## src/rtl/keypad_pkg.sv

```systemverilog
// Shared definitions for the keypad entry controller: key values,
// state encodings for the debounce and entry state machines, and a
// key classification helper.
package keypad_pkg;

  // Function keys on the 4x4 pad; 0x0-0x9 are digits, 0xC-0xF are unused
  localparam logic [3:0] KEY_ENTER = 4'hA;
  localparam logic [3:0] KEY_CLEAR = 4'hB;

  // Debounce FSM: released, press-debounce, held, release-debounce
  typedef enum logic [1:0] {
    REL  = 2'd0,
    PDEB = 2'd1,
    HELD = 2'd2,
    RDEB = 2'd3
  } db_state_t;

  // Entry FSM: no digits, partial/complete digits, waiting for consumer
  typedef enum logic [1:0] {
    EMPTY = 2'd0,
    ENTER = 2'd1,
    READY = 2'd2
  } entry_state_t;

  // True for the ten decimal digit keys
  function automatic logic is_digit(input logic [3:0] key);
    return (key <= 4'h9);
  endfunction

endpackage

```

## src/rtl/key_debounce.sv

```systemverilog
// Debounces the raw keypad level and produces exactly one single-cycle
// key_evt per physical press. The code seen at the start of a press is
// latched; a drop or a code change during press debounce restarts the
// press. Release must be stable for DEBOUNCE_CYCLES before a new press
// can be recognised, so bounces on release never repeat the key.
module key_debounce
  import keypad_pkg::*;
#(
  parameter int DEBOUNCE_CYCLES = 20000
) (
  input  logic       clk,
  input  logic       reset,
  input  logic       key_down,
  input  logic [3:0] key_code,
  output logic       key_evt,
  output logic [3:0] key_val
);

  // Counter just wide enough to reach DEBOUNCE_CYCLES-1
  localparam int CW = (DEBOUNCE_CYCLES > 1) ? $clog2(DEBOUNCE_CYCLES) : 1;
  localparam logic [CW-1:0] CNT_LAST = CW'(DEBOUNCE_CYCLES - 1);

  db_state_t     state_reg;
  logic [CW-1:0] cnt_reg;
  logic [3:0]    latch_reg;
  logic          key_evt_reg;

  assign key_evt = key_evt_reg;
  assign key_val = latch_reg;

  // Debounce state machine with registered event pulse
  always_ff @(posedge clk or negedge reset) begin
    if (!reset) begin
      state_reg   <= REL;
      cnt_reg     <= '0;
      latch_reg   <= 4'h0;
      key_evt_reg <= 1'b0;
    end else begin
      key_evt_reg <= 1'b0;
      case (state_reg)
        REL: begin
          if (key_down) begin
            state_reg <= PDEB;
            cnt_reg   <= '0;
            latch_reg <= key_code;
          end
        end
        PDEB: begin
          if (key_down && (key_code == latch_reg)) begin
            if (cnt_reg == CNT_LAST) begin
              state_reg   <= HELD;
              key_evt_reg <= 1'b1;
            end else begin
              cnt_reg <= cnt_reg + 1'b1;
            end
          end else begin
            // Bounce or a different key: start over from released
            state_reg <= REL;
          end
        end
        HELD: begin
          if (!key_down) begin
            state_reg <= RDEB;
            cnt_reg   <= '0;
          end
        end
        RDEB: begin
          if (key_down) begin
            // Release bounce: still the same press, no new event
            state_reg <= HELD;
          end else if (cnt_reg == CNT_LAST) begin
            state_reg <= REL;
          end else begin
            cnt_reg <= cnt_reg + 1'b1;
          end
        end
        default: state_reg <= REL;
      endcase
    end
  end

endmodule

```

## src/rtl/keypad_entry_ctrl.sv

```systemverilog
// Keypad entry controller: debounces scanner output, collects BCD digits
// with ENTER/CLEAR editing and offers the finished item code on a
// valid/ready handshake.
// Optional feature: define KEYPAD_TIMEOUT_EN to discard a partial entry
// after TIMEOUT_CYCLES cycles without a key event.
module keypad_entry_ctrl
  import keypad_pkg::*;
#(
  parameter int DEBOUNCE_CYCLES = 20000,
  parameter int DIGITS          = 2,
  parameter int TIMEOUT_CYCLES  = 50000000
) (
  input  logic                  clk,
  input  logic                  reset,
  input  logic                  key_down,
  input  logic [3:0]            key_code,
  output logic [4*DIGITS-1:0]   code,
  output logic                  code_valid,
  input  logic                  code_ready,
  output logic [2:0]            digit_cnt,
  output logic                  entry_err
);

  // Elaboration-time parameter sanity checks
  generate
    if (DIGITS < 1 || DIGITS > 4) begin : g_bad_digits
      $error("keypad_entry_ctrl: DIGITS must be in 1..4");
    end
    if (DEBOUNCE_CYCLES < 1) begin : g_bad_debounce
      $error("keypad_entry_ctrl: DEBOUNCE_CYCLES must be at least 1");
    end
    if (TIMEOUT_CYCLES < 1) begin : g_bad_timeout
      $error("keypad_entry_ctrl: TIMEOUT_CYCLES must be at least 1");
    end
  endgenerate

  localparam logic [2:0] DIGITS_MAX = 3'(DIGITS);

  logic                 key_evt;
  logic [3:0]           key_val;

  entry_state_t         state_reg;
  logic [4*DIGITS-1:0]  code_reg;
  logic                 code_valid_reg;
  logic [2:0]           digit_cnt_reg;
  logic                 entry_err_reg;

  logic [4*DIGITS-1:0]  code_shift;
  logic                 entry_full;
  logic                 timeout;

  key_debounce #(
    .DEBOUNCE_CYCLES (DEBOUNCE_CYCLES)
  ) u_debounce (
    .clk      (clk),
    .reset    (reset),
    .key_down (key_down),
    .key_code (key_code),
    .key_evt  (key_evt),
    .key_val  (key_val)
  );

  // New digit enters at the bottom; older digits move up one position
  // and the oldest falls off the top. Written per digit so DIGITS=1 works.
  assign code_shift[3:0] = key_val;
  genvar gi;
  generate
    for (gi = 1; gi < DIGITS; gi++) begin : g_shift
      assign code_shift[4*gi +: 4] = code_reg[4*(gi-1) +: 4];
    end
  endgenerate

  assign entry_full = (digit_cnt_reg == DIGITS_MAX);

`ifdef KEYPAD_TIMEOUT_EN
  localparam logic [31:0] IDLE_LAST = 32'(TIMEOUT_CYCLES - 1);

  logic [31:0] idle_cnt_reg;

  // A key event in the same cycle wins over the timeout
  assign timeout = (state_reg == ENTER) && !key_evt && (idle_cnt_reg == IDLE_LAST);

  // Idle counter: runs only while a partial entry is open
  always_ff @(posedge clk or negedge reset) begin
    if (!reset) begin
      idle_cnt_reg <= 32'd0;
    end else if ((state_reg != ENTER) || key_evt || timeout) begin
      idle_cnt_reg <= 32'd0;
    end else begin
      idle_cnt_reg <= idle_cnt_reg + 32'd1;
    end
  end
`else
  // Partial entries persist until CLEAR, completion or reset
  assign timeout = 1'b0;
`endif

  // Entry state machine: digit shift register, editing and handshake
  always_ff @(posedge clk or negedge reset) begin
    if (!reset) begin
      state_reg      <= EMPTY;
      code_reg       <= '0;
      code_valid_reg <= 1'b0;
      digit_cnt_reg  <= 3'd0;
      entry_err_reg  <= 1'b0;
    end else begin
      entry_err_reg <= 1'b0;
      case (state_reg)
        EMPTY, ENTER: begin
          if (key_evt) begin
            if (is_digit(key_val)) begin
              if (entry_full) begin
                entry_err_reg <= 1'b1;
              end else begin
                code_reg      <= code_shift;
                digit_cnt_reg <= digit_cnt_reg + 3'd1;
                state_reg     <= ENTER;
              end
            end else if (key_val == KEY_ENTER) begin
              if (entry_full) begin
                state_reg      <= READY;
                code_valid_reg <= 1'b1;
              end else begin
                entry_err_reg <= 1'b1;
              end
            end else if (key_val == KEY_CLEAR) begin
              code_reg      <= '0;
              digit_cnt_reg <= 3'd0;
              state_reg     <= EMPTY;
            end
            // 0xC-0xF fall through: ignored without an error
          end else if (timeout) begin
            code_reg      <= '0;
            digit_cnt_reg <= 3'd0;
            state_reg     <= EMPTY;
            entry_err_reg <= 1'b1;
          end
        end
        READY: begin
          // Code is frozen here; only the consumer can release it
          if (code_ready) begin
            code_reg       <= '0;
            code_valid_reg <= 1'b0;
            digit_cnt_reg  <= 3'd0;
            state_reg      <= EMPTY;
          end
          // Keys are never queued behind a pending code
          if (key_evt) begin
            entry_err_reg <= 1'b1;
          end
        end
        default: begin
          state_reg      <= EMPTY;
          code_reg       <= '0;
          code_valid_reg <= 1'b0;
          digit_cnt_reg  <= 3'd0;
        end
      endcase
    end
  end

  assign code       = code_reg;
  assign code_valid = code_valid_reg;
  assign digit_cnt  = digit_cnt_reg;
  assign entry_err  = entry_err_reg;

endmodule

```

## config.mk

```make
export PLATFORM = sky130hd
export DESIGN_NAME = keypad_entry_ctrl
export DESIGN_NICKNAME = d
export VERILOG_FILES = /design/src/rtl/keypad_pkg.sv /design/src/rtl/key_debounce.sv /design/src/rtl/keypad_entry_ctrl.sv
export SDC_FILE = /design/constraint.sdc
export NUM_CORES = 1
export LEC_CHECK = 0
export ABC_AREA = 1
export CORE_MARGIN = 2
export CORE_UTILIZATION = 42
export CTS_BUF_LIST = sky130_fd_sc_hd__clkbuf_8 sky130_fd_sc_hd__clkbuf_16
export CTS_CLUSTER_SIZE = 30
export DETAILED_ROUTE_END_ITERATION = 12
export GPL_TIMING_DRIVEN = 1
export PLACE_DENSITY = 0.73
export SKIP_LAST_GASP = 1
export SLEW_MARGIN = 25
export SYNTH_ARGS = -nofsm -noshare
export SYNTH_HDL_FRONTEND = slang
export SYNTH_SLANG_ARGS = --single-unit
```

## constraint.sdc

```tcl
create_clock -name clk -period 4.14 [get_ports clk]
set_clock_uncertainty 0.2 [all_clocks]
set_input_delay 0.828 -clock clk [delete_from_list [all_inputs] [get_ports clk]]
set_output_delay 0.828 -clock clk [all_outputs]
set_load 0.005 [all_outputs]
```

==> flow_summary.json, run 1 <==
{
  "syn_area_per_cell_um2": 7.99,
  "largest_register_ffs": 15,
  "coreArea_mm2": 0.00504,
  "placed_area_mm2": 0.00240,
  "synth_area_mm2": 0.00216,
  "cts_max_level": 2,
  "cpMaxStageDelayCell": "clkdlybuf4s50_1",
  "num_antenna_cells": 0,
  "critPathKind": "register to output port",
  "placed_cells": 356,
  "r2r-start": "u_debounce.cnt_reg[0]",
  "crit_family": "buffers and inverters",
  "worst_slew_pin_slew_ps": 829,
  "grt.total_usage": 0.166,
  "ctsLongestPathBuffers": 2,
  "final-hold-violation-count": 0,
  "cts_setup_buffers": 0,
  "cts_resized": 0,
  "detailedRoute.firstIterationViolations": 59,
  "area_growth_pct": 17.5,
  "hold_buffers": 0,
  "drv_slew": 0,
  "worst-path-buf-inv": 1,
  "gp_congestion": 0.862,
  "vias": 1741,
  "die_w_um": 75.7,
  "ys_seq_elements": 37,
  "cp.arrival_ps": 1200,
  "final_util": 0.503,
  "power_density_mw_per_mm2": 405,
  "hold_end": "code[7]",
  "root_buffer": "clkbuf_8",
  "cp_cell_sequence": "clkdlybuf4s50_1",
  "seq_area_frac_synth": 0.429,
  "rows": 26,
  "cp_max_fo": 4,
  "status": "completed",
  "setup.worst_path.start_class": "register",
  "irDropWorstVdd_v": 0.000166,
  "hold_start": "code[7]",
  "io_buffers": 20,
  "clk_latency_ps": 280,
  "cts.sinks": 37,
  "hold_path.class": "register to register",
  "first_pass_iters": 4,
  "die_area_mm2": 0.00573,
  "worstPathRequired_ps": 3110,
  "initial_core_util": 0.428,
  "syn_inst": 270,
  "tns_ps": 0,
  "cap_violations": 0,
  "end_kind": "output port",
  "drcViolationCount": 0,
  "hold_depth": 2,
  "p_leak_uw": 0.00125,
  "fin_crit_sh": 0.538,
  "synth_fp_nets": 281,
  "yosys_warnings": 0,
  "finalNonFillerCells": 364,
  "dpl.hpwl_um": 2870,
  "grt_pass1_vias": 1718,
  "via_per_inst": 4.78,
  "synth_cell_types": 28,
  "rr_worst_depth": 8,
  "grt_overflow": 0,
  "ant_nets": 0,
  "final_nets": 304,
  "grt_max_degree": 38,
  "rsz0062_at_grt": "no",
  "routed_wl_um": 3980,
  "r2r_end": "u_debounce.state_reg[1]",
  "grt_first_pass_wirelength_um": 7260,
  "fp.dieH_um": 75.7,
  "cts_buffers": 5,
  "max_stage_delay_ps": 520,
  "clk_pin_slew_ps": 70,
  "max_freq_ghz": 0.449,
  "fin_crit_ps": 2230,
  "finalSetupViolCount": 0,
  "num_io_pins": 21,
  "cts_tree": "built",
  "grt_antenna_before_repair": 0,
  "wl_per_cell_um": 10.9,
  "relSlewSlack": 0.447,
  "rrSetupSlack_ps": 2020,
  "drive_gt1_frac": 0.167,
  "final_cell_area_mm2": 0.00253
}
-- through the flow --
stage,worst slack (ps),hold WS [ps],total power [uW]
6_report,1910,283,1030
5_1_grt,1840,327,1090
4_1_cts,1890,291,1050
3_5_place_dp,1630,270,673
3_3_place_gp,1650,265,667
2_1_floorplan,2240,253,625
-- cell type report --
cell class	instances	area [um^2]
timing repair buffer	20	195
sequential	37	926
fill	477	2510
inverter	29	109
clock inverter	3	65.1
multi-input combinational	200	1080
tap	70	87.6
clock buffer	5	68.8
-- layout by cell type (no fill, tap or decap), drive strengths merged, types with 2 or more instances in the layout --
master	n
clkbuf	5
clkdlybuf4s50	19
nand3	30
a21oi	2
nand3b	4
inv	29
nand2	104
nand4	10
xor2	5
bufinv	2
nor2	19
ha	3
o21ai	14
dfrtp	37
xnor2	2
o21bai	2
nor3	2
-- worst max-delay path by stage --
| stage | from | to | depth (start not counted) |
|---|---|---|---|
| final | digit_cnt[1] | digit_cnt[1] | 1 |
| after global routing | key_code[1] | u_debounce.cnt_reg[0] | 10 |
| after CTS | digit_cnt[1] | digit_cnt[1] | 1 |
| after detailed placement | key_down | u_debounce.cnt_reg[0] | 8 |
| after global placement | key_down | u_debounce.cnt_reg[11] | 8 |
| after floorplan | key_code[1] | u_debounce.cnt_reg[5] | 10 |
-- cell usage after synthesis (all sizes together) --
library cell  count  share of area
nor4              1         0.0029
nor2             19          0.053
nand4            10          0.032
ha                3          0.017
a21oi             2         0.0046
o21bai            2         0.0070
xnor2             2         0.0081
nand3b            4          0.014
nor3              2         0.0046
o21ai            14          0.039
buf               4          0.018
dfrtp            37           0.43
xor2              5          0.020
or2               1         0.0029
mux2              1         0.0052
nand2           104           0.21
inv              29          0.050
nand3            30          0.080
-- tightest hold or removal path, stage by stage (launching register included) --
cell     delay [ps]
dfrtp_1         340
nand2_1          50
nand2_1          60
-- logic make-up after synthesis --
logic type / after synthesis / synth area share
compound gates: 18 / 0.0510
xor+xnor: 7 / 0.0284
fa+ha+maj: 3 / 0.0174
buf+inv: 33 / 0.0684
flops: 37 / 0.429
mux: 1 / 0.00522
simple gates: 171 / 0.400
-- power breakdown --
group	total [uW]	internal (uW)	leakage, uW	switching, uW
logic	216	73.5	0.000679	143
clock network	365	239	0.0000681	126
registers	444	392	0.000503	52.5
total	1030	704	0.00125	321
-- routing by layer --
layer	track usage	vias to the layer above	share of wire
met5	0	-	0
met4	0.0565	0	0.010
met3	0.0450	4	0.035
met2	0.293	26	0.50
met1	0.196	802	0.46
li1	-	909	-
Power figures use the tool's default switching activity.
==> run 2, diff against run 1 <==
--- a/config.mk
+++ b/config.mk
@@ -12,7 +12,7 @@
 export CTS_CLUSTER_SIZE = 30
 export DETAILED_ROUTE_END_ITERATION = 12
 export GPL_TIMING_DRIVEN = 1
-export PLACE_DENSITY = 0.73
+export PLACE_DENSITY = 0.75
 export SKIP_LAST_GASP = 1
 export SLEW_MARGIN = 25
 export SYNTH_ARGS = -nofsm -noshare
==> constraint.sdc (replaced) <==
create_clock -name clk -period 2 [get_ports clk]
set_clock_uncertainty 0.2 [all_clocks]
set_input_delay 0.4 -clock clk [delete_from_list [all_inputs] [get_ports clk]]
set_output_delay 0.4 -clock clk [all_outputs]
set_load 0.005 [all_outputs]
==> run 2 against run 1 <==
Against the previous run: combinational power rose by 130%; die area unchanged; global-route usage up 0.45 points; clock power is 89% higher; count of clock-buffer cells in the layout rose by 1; flip-flop and latch count unchanged; worst hold slack improved by 3.1 ps; critical path type unchanged.
==> flow_summary.json, run 2 (same netlist as run 1, synthesis figures left out) <==
{
  "status": "completed",
  "seqPwrFrac": 0.436,
  "setup.worst_path.start_class": "register",
  "largest_register_ffs": 15,
  "grt.total_usage": 0.171,
  "critPathKind": "register to output port",
  "root_buffer": "clkbuf_8",
  "cts_resized": 0,
  "hold_depth": 2,
  "finalNonFillerCells": 373,
  "num_antenna_cells": 0,
  "hold_start": "code[6]",
  "multiInputGateArea_mm2": 0.00108,
  "tns_ps": 0,
  "first_pass_iters": 4,
  "max_stage_delay_ps": 520,
  "routed_wl_um": 4300,
  "worstPathRequired_ps": 1400,
  "ctsLongestPathBuffers": 2,
  "combPwrFrac": 0.237,
  "cts_buffers": 5,
  "cts_tree": "built",
  "drv_slew": 0,
  "cp.arrival_ps": 1220,
  "switchingPower_uw": 708,
  "grt_antenna_before_repair": 0,
  "fin_crit_ps": 1820,
  "startpoint": "digit_cnt[0]",
  "p_leak_uw": 0.00129,
  "crit_family": "buffers and inverters",
  "grt_pass1_vias": 1735,
  "cpMaxStageDelayCell": "clkdlybuf4s50_1",
  "p_int_uw": 1400,
  "power_density_mw_per_mm2": 803,
  "clk_pin_slew_ps": 80,
  "end_kind": "output port",
  "rrSetupSlack_ps": 190,
  "r2r-start": "u_debounce.cnt_reg[0]",
  "drcViolationCount": 0,
  "placed_cells": 364,
  "final-hold-violation-count": 0,
  "cp_max_fo": 4,
  "cts_setup_buffers": 0,
  "rows": 26,
  "seqCellArea_um2": 926,
  "whs_ps": 286,
  "num_io_pins": 21,
  "gp_congestion": 0.876,
  "dpl.hpwl_um": 3170,
  "grt_overflow": 0,
  "max_freq_ghz": 0.550,
  "irDropWorstVdd_v": 0.000646,
  "area_growth_pct": 21.9,
  "drive_gt1_frac": 0.188,
  "layout_commonest_cell": "nand2_1",
  "p_total_uw": 2110,
  "final_cell_mix": "86 x nand2_1, 37 x dfrtp_1, 27 x nand3_1, 24 x inv_1, 19 x clkdlybuf4s50_1",
  "swShare": 0.336,
  "r2r_end": "u_debounce.cnt_reg[12]",
  "io_buffers": 20,
  "clk_latency_ps": 300,
  "fin_crit_sh": 0.909,
  "cap_violations": 0,
  "worst-path-buf-inv": 1,
  "cp_cell_sequence": "clkdlybuf4s50_1",
  "detailedRoute.firstIterationViolations": 82,
  "grt_max_degree": 20,
  "relSlewSlack": 0.695,
  "rr_worst_depth": 10,
  "die_w_um": 75.7,
  "hold_path.class": "register to register",
  "grt_first_pass_wirelength_um": 7510,
  "die_area_mm2": 0.00573,
  "ant_nets": 0,
  "vias": 1845,
  "rsz0062_at_grt": "no",
  "coreArea_mm2": 0.00504,
  "cts_max_level": 2,
  "finalSetupViolCount": 0,
  "p_clk_frac": 0.327,
  "fp.dieH_um": 75.7,
  "fillers": 475,
  "final_nets": 313,
  "via_per_inst": 4.95,
  "worst_slew_pin_slew_ps": 458,
  "wl_per_cell_um": 11.5,
  "cts.sinks": 37,
  "initial_core_util": 0.428,
  "hold_end": "code[6]"
}
==> run 2: changes by cell type in the layout (fill, tap and decap cells not counted), sizes merged <==
cell         delta
clkinvlp        +1
bufinv          -1
dlygate4sd3     +1
clkinv          -1
clkbuf          +1
buf             +8
==> run 2: repair_timing <==
action | in CTS | in global routing
endpoints found under the hold margin | 18 | 0
hold buffers | 1 | 0
setup endpoints to repair | 0 | 1
==> run 2: power groups by stage <==
stage	Clock (uW)	Combinational [uW]	Sequential, uW
after floorplan	0	390	905
after global placement	0	491	931
after detailed placement	0	500	935
after CTS	713	508	920
after global routing	739	561	935
final	690	500	921
==> run 2: per-stage QoR <==
step	area [um^2]	utilization	setup slack [ps]
after floorplan	2160	-	367
after global placement	2500	0.496	-25.9
after detailed placement	2500	0.496	-54.6
after CTS	2630	0.521	164
after global routing	2630	0.521	4.30
final	2630	0.521	182
==> run 2: cell type report <==
cell class	instances	area share
Clock inverter	2	0.0143
Inverter	29	0.0414
Clock buffer	6	0.0314
Sequential cell	37	0.352
Timing Repair Buffer	29	0.115
Tap cell	70	0.0333
Multi-Input combinational cell	200	0.412
==> run 2: how the worst max path moves through the flow <==
stage | end | depth (start not counted)
floorplan | u_debounce.cnt_reg[12] | 7
global placement | u_debounce.cnt_reg[11] | 10
detailed placement | u_debounce.cnt_reg[0] | 10
CTS | digit_cnt[0] | 1
global route | u_debounce.cnt_reg[14] | 10
finish | digit_cnt[0] | 1
==> run 2: routing by layer <==
metal / wire length (um) / vias up / GRT usage
met1: 1910 / 877 / 0.206
met3: 186 / 7 / 0.0476
met4: 49 / 0 / 0.0546
met2: 2160 / 30 / 0.296
met5: 0 / - / 0
li1: - / 931 / -
==> run 3, diff against run 2 <==
--- a/config.mk
+++ b/config.mk
@@ -13,6 +13,7 @@
 export DETAILED_ROUTE_END_ITERATION = 12
 export GPL_TIMING_DRIVEN = 1
 export PLACE_DENSITY = 0.75
+export REMOVE_ABC_BUFFERS = 1
 export SKIP_LAST_GASP = 1
 export SLEW_MARGIN = 25
 export SYNTH_ARGS = -nofsm -noshare
==> run 3 against run 2 <==
Against the previous run: count of clock-buffer cells in the layout fell by 1; final area barely moved; sequential power shrank 0.9%; critical endpoint is now digit_cnt[1]; sequential share of layout area barely moved; flip-flop and latch count is the same; setup slack lost 6.8 ps; maximum frequency down 0.37%; first-iteration DRC count stayed put; total power is 0.36% lower; critical path type unchanged; cell count grew 0.27%; non-clock buffer count increased by 1; critical path depth is the same.
==> flow_summary.json, run 3 (same netlist as run 1, synthesis figures left out) <==
{
  "status": "completed",
  "cts.sinks": 37,
  "whs_ps": 292,
  "routed-wl-met3_um": 150,
  "rows": 26,
  "wl_met1_um": 1980,
  "cap_violations": 0,
  "cp.arrival_ps": 1220,
  "dpl.hpwl_um": 3240,
  "max_stage_delay_ps": 520,
  "num_antenna_cells": 0,
  "vias": 1831,
  "combPwrFrac": 0.249,
  "final_util": 0.522,
  "setup.worst_path.start_class": "register",
  "coreArea_mm2": 0.00504,
  "grt_first_pass_wirelength_um": 7850,
  "worst_slew_pin_slew_ps": 429,
  "fillers": 499,
  "drcViolationCount": 0,
  "power_density_mw_per_mm2": 799,
  "critPathKind": "register to output port",
  "cts_resized": 0,
  "layout_setup_ws_ps": 175,
  "drive_gt1_frac": 0.191,
  "crit_family": "buffers and inverters",
  "area_growth_pct": 22.0,
  "fp.dieH_um": 75.7,
  "grt_overflow": 0,
  "ant_nets": 0,
  "clk_latency_ps": 300,
  "worstPathRequired_ps": 1400,
  "die_area_mm2": 0.00573,
  "via_per_inst": 4.90,
  "num_io_pins": 21,
  "p_int_uw": 1380,
  "cts_max_level": 2,
  "placed_area_mm2": 0.00251,
  "routed_wl_um": 4460,
  "cp_cell_sequence": "clkdlybuf4s50_1",
  "grt_max_degree": 21,
  "grt_antenna_before_repair": 0,
  "finalNonFillerCells": 374,
  "layout_commonest_cell": "nand2_1",
  "cts_buffers": 5,
  "hold_path.class": "register to register",
  "final_cell_mix": "86 x nand2_1, 37 x dfrtp_1, 27 x nand3_1, 24 x inv_1, 19 x clkdlybuf4s50_1",
  "p_leak_uw": 0.00129,
  "worst-path-buf-inv": 1,
  "rsz0062_at_grt": "no",
  "wl_per_cell_um": 11.9,
  "seqPwrFrac": 0.434,
  "swShare": 0.343,
  "detailedRoute.firstIterationViolations": 82,
  "wl_met2_um": 2250,
  "cp_max_fo": 4,
  "drv_slew": 0,
  "switchingPower_uw": 722,
  "relSlewSlack": 0.714,
  "clk_pin_slew_ps": 80,
  "initial_core_util": 0.428,
  "cpMaxStageDelayCell": "clkdlybuf4s50_1",
  "gp_congestion": 0.913,
  "io_buffers": 20,
  "dp_slack_ps": -54.3,
  "fin_crit_ps": 1820,
  "finalSetupViolCount": 0,
  "fin_crit_sh": 0.912,
  "final-hold-violation-count": 0,
  "irDropWorstVdd_v": 0.000561,
  "ctsLongestPathBuffers": 2,
  "grt.total_usage": 0.183,
  "max_freq_ghz": 0.548,
  "p_clk_frac": 0.316,
  "end_kind": "output port",
  "placed_cells": 365,
  "final_cell_area_mm2": 0.00263,
  "final_nets": 314,
  "largest_register_ffs": 15,
  "root_buffer": "clkbuf_8",
  "first_pass_iters": 4,
  "grt_pass1_vias": 1846,
  "maxUsedRoutingLayer": "met4",
  "die_w_um": 75.7,
  "cts_tree": "built"
}
-- run 3: cell types whose count changed in the layout (fill, tap and decap cells not counted) --
cell	change
buf_4	+1
clkbuf_8	-1
clkinv_4	+1
-- run 3: what timing repair did --
| item | CTS | global route |
|---|---|---|
| setup endpoints to repair | 0 | 0 |
| endpoints found under the hold margin | 17 | 0 |
| buffers inserted | 0 | 0 |
| hold buffers | 1 | 0 |
-- run 3: worst paths after layout --
path	cells after the start	start	endpoint	slack, ps
setup / recovery	1	digit_cnt[1]	digit_cnt[1]	180
hold / removal	2	code[6]	code[6]	290
setup reg to reg	10	u_debounce.cnt_reg[0]	u_debounce.cnt_reg[12]	190
hold reg to reg	2	code[6]	code[6]	290
max in group asynchronous	3	reset	u_debounce.cnt_reg[12]	780
min in group asynchronous	2	reset	u_debounce.key_val[1]	360
-- run 3: per-layer routing --
layer | vias up | track usage
li1 | 930 | -
met1 | 871 | 0.209
met2 | 23 | 0.330
met3 | 7 | 0.0410
met4 | 0 | 0.0702
met5 | - | 0
-- run 3: layout make-up --
| class | instances | area, um^2 | share of cell area |
|---|---|---|---|
| clock buffer | 5 | 68.8 | 0.0262 |
| clock inverter | 3 | 46.3 | 0.0176 |
| inverter | 29 | 109 | 0.0414 |
| multi-input combinational | 200 | 1080 | 0.412 |
| sequential | 37 | 926 | 0.352 |
| tap | 70 | 87.6 | 0.0333 |
| timing repair buffer | 30 | 310 | 0.118 |
-- run 3: power groups by stage --
| stage | Sequential [uW] | Clock (uW) | Combinational (uW) |
|---|---|---|---|
| after floorplan | 905 | 0 | 365 |
| after global placement | 924 | 0 | 512 |
| after detailed placement | 927 | 0 | 527 |
| after CTS | 915 | 686 | 532 |
| after global routing | 928 | 709 | 593 |
| final | 913 | 665 | 525 |
-- run 3: per-stage QoR --
step / total power (uW) / TNS (ps)
6_report: 2100 / 0
5_1_grt: 2230 / 0
4_1_cts: 2130 / 0
3_5_place_dp: 1450 / -586
3_3_place_gp: 1440 / -221
2_1_floorplan: 1270 / 0
